### src/rtl/output_classifier.sv
// Argmax reader for the final layer: snapshots the activation vector on a ready edge and scans it one element per clock.
// Optional CLASSIFIER_MARGIN_EN adds second-best tracking and a saturated best-minus-second margin output.
module output_classifier #(
    parameter  int bits            = 16,
    parameter  int fractional_bits = 11,
    parameter  int size            = 10,
    localparam int IDX_W           = $clog2(size)
) (
    input  logic                   clock_i,
    input  logic                   reset_i,
    input  logic                   ready_i,
    input  logic signed [bits-1:0] in_i [0:size-1],
    output logic [IDX_W-1:0]       class_o,
    output logic signed [bits-1:0] max_value_o,
    output logic                   valid_o,
    output logic                   busy_o,
    output logic                   overrun_o,
    output logic [bits-1:0]        margin_o
);

    if (size < 2 || fractional_bits < 0 || fractional_bits >= bits) begin : g_bad_params
        $error("output_classifier: size must be >= 2 and fractional_bits must lie in [0, bits)");
    end

    typedef enum logic [1:0] {
        IDLE,
        CAPTURE,
        SCAN,
        DONE
    } state_t;

    state_t                 state_q;
    logic                   ready_q;
    logic signed [bits-1:0] snap_q [0:size-1];
    logic [IDX_W-1:0]       idx_q;
    logic [IDX_W-1:0]       best_idx_q;
    logic signed [bits-1:0] best_val_q;
    logic [IDX_W-1:0]       class_q;
    logic signed [bits-1:0] max_value_q;
    logic                   valid_q;
    logic                   busy_q;
    logic                   overrun_q;

    logic                   rise;
    logic signed [bits-1:0] cur;
    logic                   take;
    logic [IDX_W-1:0]       best_idx_d;
    logic signed [bits-1:0] best_val_d;

    assign rise = ready_i & ~ready_q;

    always_comb begin
        cur        = snap_q[idx_q];
        take       = cur > best_val_q;
        best_idx_d = take ? idx_q : best_idx_q;
        best_val_d = take ? cur : best_val_q;
    end

`ifdef CLASSIFIER_MARGIN_EN
    logic signed [bits-1:0] second_val_q;
    logic signed [bits-1:0] second_val_d;
    logic [bits:0]          diff;
    logic [bits-1:0]        margin_d;
    logic [bits-1:0]        margin_q;

    // best >= second always holds, so the only overflow is past the positive max
    always_comb begin
        if (take) begin
            second_val_d = best_val_q;
        end else if (cur > second_val_q) begin
            second_val_d = cur;
        end else begin
            second_val_d = second_val_q;
        end
        diff     = {best_val_d[bits-1], best_val_d} - {second_val_d[bits-1], second_val_d};
        margin_d = (diff[bits] ^ diff[bits-1]) ? {1'b0, {(bits-1){1'b1}}} : diff[bits-1:0];
    end

    assign margin_o = margin_q;
`else
    assign margin_o = '0;
`endif

    always_ff @(posedge clock_i) begin
        if (state_q == CAPTURE) begin
            snap_q <= in_i;
        end
    end

    always_ff @(posedge clock_i) begin
        if (reset_i) begin
            state_q     <= IDLE;
            ready_q     <= 1'b0;
            idx_q       <= '0;
            best_idx_q  <= '0;
            best_val_q  <= '0;
            class_q     <= '0;
            max_value_q <= '0;
            valid_q     <= 1'b0;
            busy_q      <= 1'b0;
            overrun_q   <= 1'b0;
`ifdef CLASSIFIER_MARGIN_EN
            second_val_q <= '0;
            margin_q     <= '0;
`endif
        end else begin
            ready_q <= ready_i;
            valid_q <= 1'b0;
            // Edges arriving while a vector is in flight are dropped, not queued
            if (rise && state_q != IDLE) begin
                overrun_q <= 1'b1;
            end
            case (state_q)
                IDLE: begin
                    if (rise) begin
                        state_q <= CAPTURE;
                        busy_q  <= 1'b1;
                    end
                end
                CAPTURE: begin
                    best_idx_q <= '0;
                    best_val_q <= in_i[0];
                    idx_q      <= IDX_W'(1);
`ifdef CLASSIFIER_MARGIN_EN
                    second_val_q <= {1'b1, {(bits-1){1'b0}}};
`endif
                    state_q    <= SCAN;
                end
                SCAN: begin
                    best_idx_q <= best_idx_d;
                    best_val_q <= best_val_d;
`ifdef CLASSIFIER_MARGIN_EN
                    second_val_q <= second_val_d;
`endif
                    if (idx_q == IDX_W'(size - 1)) begin
                        class_q     <= best_idx_d;
                        max_value_q <= best_val_d;
                        valid_q     <= 1'b1;
                        busy_q      <= 1'b0;
`ifdef CLASSIFIER_MARGIN_EN
                        margin_q    <= margin_d;
`endif
                        state_q     <= DONE;
                    end else begin
                        idx_q <= idx_q + 1'b1;
                    end
                end
                DONE: begin
                    state_q <= IDLE;
                end
                default: begin
                    state_q <= IDLE;
                end
            endcase
        end
    end

    assign class_o     = class_q;
    assign max_value_o = max_value_q;
    assign valid_o     = valid_q;
    assign busy_o      = busy_q;
    assign overrun_o   = overrun_q;

endmodule

### config.mk
export PLATFORM = sky130hd
export DESIGN_NAME = output_classifier
export DESIGN_NICKNAME = d
export VERILOG_FILES = /design/src/rtl/output_classifier.sv
export SDC_FILE = /design/constraint.sdc
export NUM_CORES = 1
export LEC_CHECK = 0
export ABC_AREA = 1
export CAP_MARGIN = 10
export CORE_MARGIN = 2
export CORE_UTILIZATION = 40
export CTS_BUF_LIST = sky130_fd_sc_hd__clkbuf_16
export CTS_CLUSTER_SIZE = 14
export DETAILED_ROUTE_END_ITERATION = 6
export PLACE_DENSITY = 0.67
export SYNTH_ARGS = -nofsm -noshare
export SYNTH_HDL_FRONTEND = slang
export SYNTH_SLANG_ARGS = --single-unit
### constraint.sdc
create_clock -name clock_i -period 4.2 [get_ports clock_i]
set_input_delay 0.63 -clock clock_i [delete_from_list [all_inputs] [get_ports clock_i]]
set_output_delay 0.63 -clock clock_i [all_outputs]
set_load 0.02 [all_outputs]
# Word level (Yosys, flattened, before mapping)
# Index checks and enable logic that the tools add are counted.
[word_totals]
inputBits = 163
ff_bits = 210
wordCells = 60
out_inout_bits = 39
[classes]
mux = 16
eq_ne = 7
n_reduce_logical = 10
n_addsub = 1
n_lt_le_gt_ge = 2
bitwise = 4
[ops]
columns = ["op", "count"]
rows = [
  ["$bmux 16 s4", 1],
  ["$mux 16", 3],
  ["$pmux 16 s2", 1],
  ["$gt 16x16->1", 1],
  ["$pmux 4 s2", 2],
  ["$mux 4", 2],
  ["$pmux 2 s4", 1],
  ["$ne 2x2->1 const B", 3],
  ["$reduce_and 2->1", 3],
  ["$reduce_bool 2->1", 3],
  ["$ge 5x5->1 const B", 1],
  ["$not 4->5", 1],
  ["$add 4x1->4 const B", 1],
  ["$eq 2x2->1 const B", 2],
  ["$eq 4x4->1 const B", 1],
  ["$mux 2", 2],
  ["$mux 1", 3],
  ["$reduce_and 3->1", 1],
  ["$eq 2x1->1 const B", 1],
  ["$logic_not 2->1", 1],
  ["$not 1->1", 2],
  ["$pmux 1 s2", 1],
  ["$reduce_or 2->1", 1],
  ["$and 1x1->1", 1],
  ["$logic_and 1x1->1", 1],
]

# Logic depth before layout (Yosys ltp)
# Gate-level depths: netlist of the first run.
[depth]
ltp_word = 7
depth_mapped = 27
depth_no_buf = 25

# Worst setup path before layout of the first run
# Ideal clock, no wire load.
[synth_path]
path_type = "reg2reg"
startpoint = "register state_q[1]"
endpoint = "register snap_q[0] (netlist name) (enable)"
setup_time_ns = 0.540
path_buffers = 0
arrival_time_ns = 4.102
path_stages_with_launch = 3
setup_slack_ns = -0.442
synth_period_minus_slack_ns = 4.642
required_ns = 3.660
cell_sequence = "dfxtp_1 > inv_1 > ha_1"
[synth_between]
elab_chain_cells = 1
[synth_lines]
columns = ["item", "line", "text"]
rows = [
  ["from (decl)", "32", "state_t state_q;"],
  ["from (signal assigned)", "92", "state_q <= IDLE;"],
  ["from (signal assigned)", "116", "state_q <= CAPTURE;"],
  ["from (signal assigned)", "127", "state_q <= SCAN;"],
  ["$eq 2x1->1", "85", "if (state_q == CAPTURE) begin"],
  ["to (signal assigned)", "86", "snap_q <= in_i;"],
  ["to (decl)", "34", "logic signed [bits-1:0] snap_q [0:size-1];"],
]
# Every way passes these cells.
# A chain may end at the register's enable or synchronous reset.

# Final worst setup path of the first run
[layout_path]
startpoint = "register idx_q[0]"
endpoint = "register max_value_q[2] (netlist: max_value_o[2])"
[layout_between]
elab_chain_cells = 6
elab_cells_between_ends = 8
cone_classes = "1 x order compare; 1 x eq/ne; 4 x mux; 1 x bitwise; 1 x reduce/logical"
[layout_lines]
columns = ["item", "line", "text"]
rows = [
  ["from (decl)", "35", "logic [IDX_W-1:0] idx_q;"],
  ["from (signal assigned)", "145", "idx_q <= idx_q + 1'b1;"],
  ["$not 4->5 (implied by the code)", "53", "cur = snap_q[idx_q];"],
  ["$bmux 16 s4", "53", ""],
  ["$mux 16 (implied by the code) (2 in a row)", "53", ""],
  ["$gt 16x16->1", "54", "take = cur > best_val_q;"],
  ["$mux 16", "56", "best_val_d = take ? cur : best_val_q;"],
  ["to (signal assigned)", "137", "max_value_q <= best_val_d;"],
  ["to (decl)", "39", "logic signed [bits-1:0] max_value_q;"],
]
# Parallel ways exist; a longest one is shown, timed or not. The select of a mux whose other input is x is not followed.

==> summary.txt, run 1 <==
Setup path
  • Worst setup EP type: flop
  • Worst path max stage delay: about 0.55 ns
  • Slowest CP cell: inv_2
  • CP bufs+invs: 5
  • CP dominant cell by count: nand2_1
  • Data arrival time of the worst path: between 4 and 5 ns
  • Startpoint Class: flop
  • Worst Setup Path Type: reg2reg
  • Worst reg2reg path depth: 21
  • Crit-path cells: inv_2 > buf_12 > nand2_1 > nand3_1 > nand3_1 > nand3_1 > nand2_1 > ha_1 > nand2_1 > nor3_2 > nand2_1 > nand2_1 > nand2_1 > buf_4 > nand3_1 > buf_4 > nand2_1 > nand2_1 > nand2_1 > nand2_1 > inv_1
  • Critical Path RT: between 4 and 5 ns
  • Stages on the worst setup path: 21
  • CP top delay family: simple AND/OR/NAND/NOR gates
  • Crit path max fanout: 43

Yosys
  • Async SR Flop Fraction: 0%
  • Leading area contributor after synthesis: edfxtp_1
  • Seq/Total Area, Yosys: between 50% and 60%
  • Synth Cell Area: slightly below 10000 um^2
  • Yosys top cell area share: 48.7%
  • Synth Instances: ~1100
  • Netlist cell types: 29
  • Number of synthesized flops with an enable pin: 160
  • Ys flop type: edfxtp_1
  • Syn Area/Cell: about 9 um^2
  • Top cell types by occurrence after synthesis: 352 x nand2_1, 179 x inv_1, 160 x edfxtp_1
  • Synth Warn #: 0
  • Most frequent cell after synthesis: nand2_1
  • Post-synthesis register bit count: 210
  • Main area contributors after synthesis: edfxtp_1 49%, nand2_1 13%, dfxtp_1 10%, nand3_1 6.9%, inv_1 6.8%

Timing
  • Worst setup margin: between 0.5 and 0.6 ns
  • Period utilization: 86.4%
  • Worst Hold Slack: around 0.47 ns
  • Setup Viol. Count Final: 0
  • Final Hold Viols: 0
  • Minimum clock period after layout: roughly 3.6 ns
  • Setup TNS: 0 ns
  • Max Slew Vio Count: 0
  • Slew of the pin with the lowest slew margin: around 0.94 ns
  • Setup Skew: 0.0129 ns
  • Slew margin rel.: ~37%
  • Max Fclk: roughly 280 MHz
  • RSZ-0062 raised after global routing: no

Global route
  • Largest net degree at the start of global routing: 111
  • Overflow after GRT: 0
  • Initial antenna violation count: 2
  • Gr usage total: 19.6%
  • Global-route wire length before repair: around 40000 um
  • Vias in the first global route: around 7400

Power and ir drop
  • Worst IR Drop VDD: 0.338 mV
  • Pwr Total: a little over 8 mW
  • Pwr per Cell Area: 647 nW/um^2
  • Pleak: 5.46 nW

Cells and area
  • Layout net count: roughly 1400
  • Core Util, Final: between 50 and 60%
  • Share of cells above drive strength 1: 4.85%
  • Area Growth Syn to Fin: 28.9%

Job
  • Max Cap Viol: 0

CTS
  • Clk sinks: 210
  • Number of hold buffers added after CTS: 0
  • H-tree depth: 1
  • TritonCTS clock tree: done
  • Root Buffer: clkbuf_16
  • Worst-Skew Late Latency: about 0.52 ns
  • CTS Buffer Depth: 3
  • Setup Fix Bufs, Post-CTS: 0
  • Clock slew at the register clock pins of the worst setup and hold paths: 0.06 ns
  • Post-CTS sizing: 0
  • Inserted Clock Buffers: 24

Hold path
  • Hold Path Depth: 2
  • Hold crit path type: reg2reg

Floorplanning
  • Num rows: 57
  • Core Region: roughly 24000 um^2
  • Width of the chip: ~160 um
  • Io pins: approximately 200
  • Die Area: 26000 um^2
  • Die Height: approximately 160 um
  • Initial cell density of the core: 40.7%

Route
  • Antenna Nets Post-Route: 0
  • Iteration-0 DRC Markers: 540
  • Via density per instance: ~4.8
  • DR vias: 7624
  • Drt total wl: approximately 26000 um
  • Residual DRC: 0
  • Drt wl/cell: 16.1 um
  • Router iterations before antenna repair: 5

Outcome
  • Status: completed

Placement
  • Post-DP HPWL: 18100 um
  • PortBufs: 185
  • Final Wtd Congestion: between 0.8 and 0.9
  • Place WS: 0.586 ns
==> path summary, 6_finish.rpt <==
check                                   start              to  slack, ns
worst max-delay path                 idx_q[0]  max_value_o[2]       0.57
worst min-delay path            best_idx_q[0]   best_idx_q[0]       0.47
worst max register to register       idx_q[0]  max_value_o[2]       0.57
worst min register to register  best_idx_q[0]   best_idx_q[0]       0.47
==> routing by layer <==
metal | part of all wire (%) | global-route usage [%] | vias up | wire length [um]
li1 | - | - | 3824 | -
met4 | 3.7 | 7.59 | 0 | 956
met3 | 6.4 | 3.57 | 54 | 1650
met5 | 0 | 0 | - | 0
met2 | 48 | 33.4 | 252 | 12400
met1 | 42 | 25.0 | 3494 | 10900
==> sequential cells by signal, summed over array words and instances, names as in the netlist, 2 cells and up <==
register and count:
class_o 4, best_val_q 16, best_idx_q 4, state_q 2
max_value_o 16, idx_q 4, snap_q 160
==> cell usage in the layout (no fill, tap or decap), types with 20 or more instances in the layout <==
cell	n
nand2_1	352
clkdlybuf4s50_1	185
inv_1	182
edfxtp_1	160
nand3_1	137
dfxtp_1	49
a21oi_1	28
clkbuf_16	25
o21ai_0	23
nand4_1	22
o21a_1	21
ha_1	20
==> worst reg2reg max path, cell delays in order (launching register included) <==
cell and delay [ns]:
dfxtp_2 0.32, inv_2 0.55, buf_12 0.33, nand2_1 0.10
nand3_1 0.09, nand3_1 0.08, nand3_1 0.10, nand2_1 0.09
ha_1 0.36, nand2_1 0.12, nor3_2 0.23, nand2_1 0.12
nand2_1 0.07, nand2_1 0.04, buf_4 0.19, nand3_1 0.08
buf_4 0.25, nand2_1 0.12, nand2_1 0.12, nand2_1 0.06
nand2_1 0.06, inv_1 0.03
==> area by class of cell <==
cell class                 count  area (um^2)
fill                        2209        11500
sequential                   210         5810
multi-input combinational    640         3020
timing repair buffer         197         1970
inverter                     188          707
clock buffer                  25          626
tap                          324          405
clock inverter                19          189
antenna                        2         5.00
==> logic make-up (layout without fill, tap and decap cells) <==
group           after synthesis  after routing  synth area share (%)
compound gates               76             76                  4.49
xor+xnor                      1              1                0.0887
fa+ha+maj                    21             21                  2.66
buf+inv                     257            429                  11.4
flops                       210            210                  58.8
other cells                   1             18                0.0380
simple gates                526            526                  22.6
==> per-stage QoR <==
stage                     area (um^2)  std cells
after CTS                       12700       1603
after detailed placement        11900       1559
after global placement          11900       1559
after floorplan                  9930       1107
after global routing            12700       1605
final                           12700       1605
==> power breakdown <==
group	internal (mW)	leakage, nW	switching [mW]	total, mW
logic	1.01	3.16	2.18	3.19
registers	2.78	1.89	0.107	2.88
clock network	1.32	0.411	0.844	2.16
total	5.11	5.46	3.13	8.23
Power figures use the tool's default switching activity.
==> inputs of run 2 (changes only) <==
- TNS_END_PERCENT: unset -> 20
==> results of run 2 <==
Final layout, timing and power as in run 1 (identical DEF).
==> inputs of run 3 (changes only) <==
- PLACE_DENSITY: 0.67 -> 0.71
==> run 3 against run 2 <==
Hold slack worse by 0.0015 ns. Clock skew is 0.0026 ns higher. Cell count stayed put. Clock-buffer cell count is 2 lower. Routed wire length is 0.95% lower. Combinational power hardly changed. Fmax is 2.8% higher. Via count is 1.4% higher. Die area stayed put. Largest cell class unchanged.
==> summary.txt, run 3 (synthesized netlist as in run 1, its figures left out) <==
CTS
  • H-tree depth: 1 (unchanged)
  • Post-CTS sizing: 0 (unchanged)
  • Setup Fix Bufs, Post-CTS: 0 (unchanged)
  • Clock slew at the register clock pins of the worst setup and hold paths: 0.06 ns (about the same)
  • Clk sinks: 210 (unchanged)
  • TritonCTS clock tree: done
  • Root Buffer: clkbuf_16
  • CTS Buffer Depth: 3 (unchanged)
  • Worst-Skew Late Latency: 0.51 ns (about the same)
  • Number of hold buffers added after CTS: 0 (unchanged)
  • Inserted Clock Buffers: 23 (-4.2%)

Cells and area
  • Largest register by flop count: snap_q
  • Final-layout fill cell count: 2191 (-0.81%)
  • Most common cell after layout, fill and taps aside: nand2_1
  • Multi-input logic area: 3020 um^2 (unchanged)
  • Most frequent cells in the layout: 352 x nand2_1, 185 x clkdlybuf4s50_1, 182 x inv_1
  • Core Util, Final: 52.3% (-0.12 points)
  • FF+latch area: 5810 um^2 (unchanged)
  • Layout net count: 1447 (+0.14%)
  • Share of cells above drive strength 1: 4.69% (-0.16 points)
  • Number of flip-flops in the largest register: 160 (unchanged)
  • Area Growth Syn to Fin: 28.6%

Timing
  • Setup TNS: 0 ns (unchanged)
  • Slew margin rel.: 35.9% (-1.4 points)
  • Worst Hold Slack: 0.466 ns (-0.00150 ns)
  • Max Fclk: 283 MHz (+2.8%)
  • Max Slew Vio Count: 0 (unchanged)
  • Period utilization: 84.0% (-2.4 points)
  • Setup Skew: 0.0154 ns (+0.00257 ns)
  • Slew of the pin with the lowest slew margin: 0.962 ns (+0.0210 ns)
  • Final Hold Viols: 0 (unchanged)
  • Minimum clock period after layout: 3.53 ns (-0.100 ns)
  • RSZ-0062 raised after global routing: no
  • Worst setup margin: 0.671 ns (+0.100 ns)
  • Setup Viol. Count Final: 0 (unchanged)

Floorplanning
  • Die Area: 26000 um^2 (unchanged)
  • Die Height: 161 um (unchanged)
  • Initial cell density of the core: 40.7% (unchanged)
  • Width of the chip: 161 um (unchanged)
  • Core Region: 24200 um^2 (unchanged)
  • Num rows: 57 (unchanged)
  • Io pins: 202 (unchanged)

Global route
  • Global-route wire length before repair: 40200 um (+1.6%)
  • Overflow after GRT: 0 (unchanged)
  • Gr usage total: 19.8% (+0.16 points)
  • Initial antenna violation count: 1 (-1)
  • Largest net degree at the start of global routing: 86 (-23%)
  • Vias in the first global route: 7571 (+2.5%)

Outcome
  • Status: completed

Route
  • Residual DRC: 0 (unchanged)
  • Via density per instance: 4.82 (+1.4%)
  • Drt wl/cell: 16.0 um (-0.95%)
  • DR vias: 7731 (+1.4%)
  • Router iterations before antenna repair: 5 (unchanged)
  • Iteration-0 DRC Markers: 694 (+29%)
  • Drt total wl: 25600 um (-0.95%)
  • Antenna Nets Post-Route: 0 (unchanged)

Power and ir drop
  • Pwr Total: 8.13 mW (-1.2%)
  • Pwr per Cell Area: 641 nW/um^2 (-1.0%)
  • Worst IR Drop VDD: 0.324 mV (-4.2%)
  • Pleak: 5.45 nW (-0.14%)

Setup path
  • Crit path max fanout: 34 (-21%)
  • Data arrival time of the worst path: 3.97 ns (-0.08 ns)
  • Startpoint Class: flop
  • Worst Setup Path Type: reg2reg
  • Worst setup EP type: flop
  • Critical Path RT: 4.64 ns (+0.02 ns)

Placement
  • Place WS: 0.703 ns (+0.116 ns)
  • PortBufs: 185 (unchanged)
  • Final Wtd Congestion: 0.901 (+2.9%)
  • Post-DP HPWL: 18200 um (+0.59%)

Hold path
  • Hold crit path type: reg2reg

Job
  • Max Cap Viol: 0 (unchanged)
run 3: final cells by class:
cell class	instances	share of cell area, %
antenna	1	0.0197
clock buffer	23	4.53
clock inverter	19	1.50
inverter	188	5.57
multi-input combinational	640	23.8
sequential	210	45.7
tap	324	3.19
timing repair buffer	200	15.7
run 3: power breakdown:
part	internal [mW]	switching, mW
logic	1.02	2.16
registers	2.78	0.111
clock network	1.24	0.816
total	5.04	3.09
run 3: worst max-delay path: stages, from the launching register on:
cell and delay (ns):
dfxtp_1 0.47, clkinv_2 0.49, nand3_1 0.24, nand3_1 0.14
nand3_1 0.14, nand2_1 0.09, ha_1 0.29, nand2_1 0.12
o21ai_0 0.14, a21oi_2 0.17, nand2_1 0.07, nand2_1 0.07
nand3_1 0.37, buf_4 0.34, nand2_1 0.08, nand3_1 0.07
a21oi_1 0.16
run 3: routing by layer:
layer / up-vias / GRT usage (%) / part of all wire [%] / wire, um
met5: - / 0 / 0 / 0
met4: 0 / 8.44 / 4.3 / 1110
met1: 3558 / 25.5 / 41 / 10400
met2: 287 / 33.7 / 49 / 12600
met3: 58 / 2.59 / 5.9 / 1520
li1: 3828 / - / - / -
run 3: final timing paths:
| kind | startpoint | endpoint | cells after the start | slack (ns) |
|---|---|---|---|---|
| max | idx_q[1] | best_val_q[9] | 16 | 0.67 |
| min | best_idx_q[2] | best_idx_q[2] | 2 | 0.47 |
| max reg2reg | idx_q[1] | best_val_q[9] | 16 | 0.67 |
| min reg2reg | best_idx_q[2] | best_idx_q[2] | 2 | 0.47 |
run 3: metrics by stage:
step | std cells | instance area [um^2]
2_1_floorplan | 1107 | 9930
3_3_place_gp | 1562 | 11900
3_5_place_dp | 1562 | 11900
4_1_cts | 1604 | 12700
5_1_grt | 1605 | 12700
6_report | 1605 | 12700
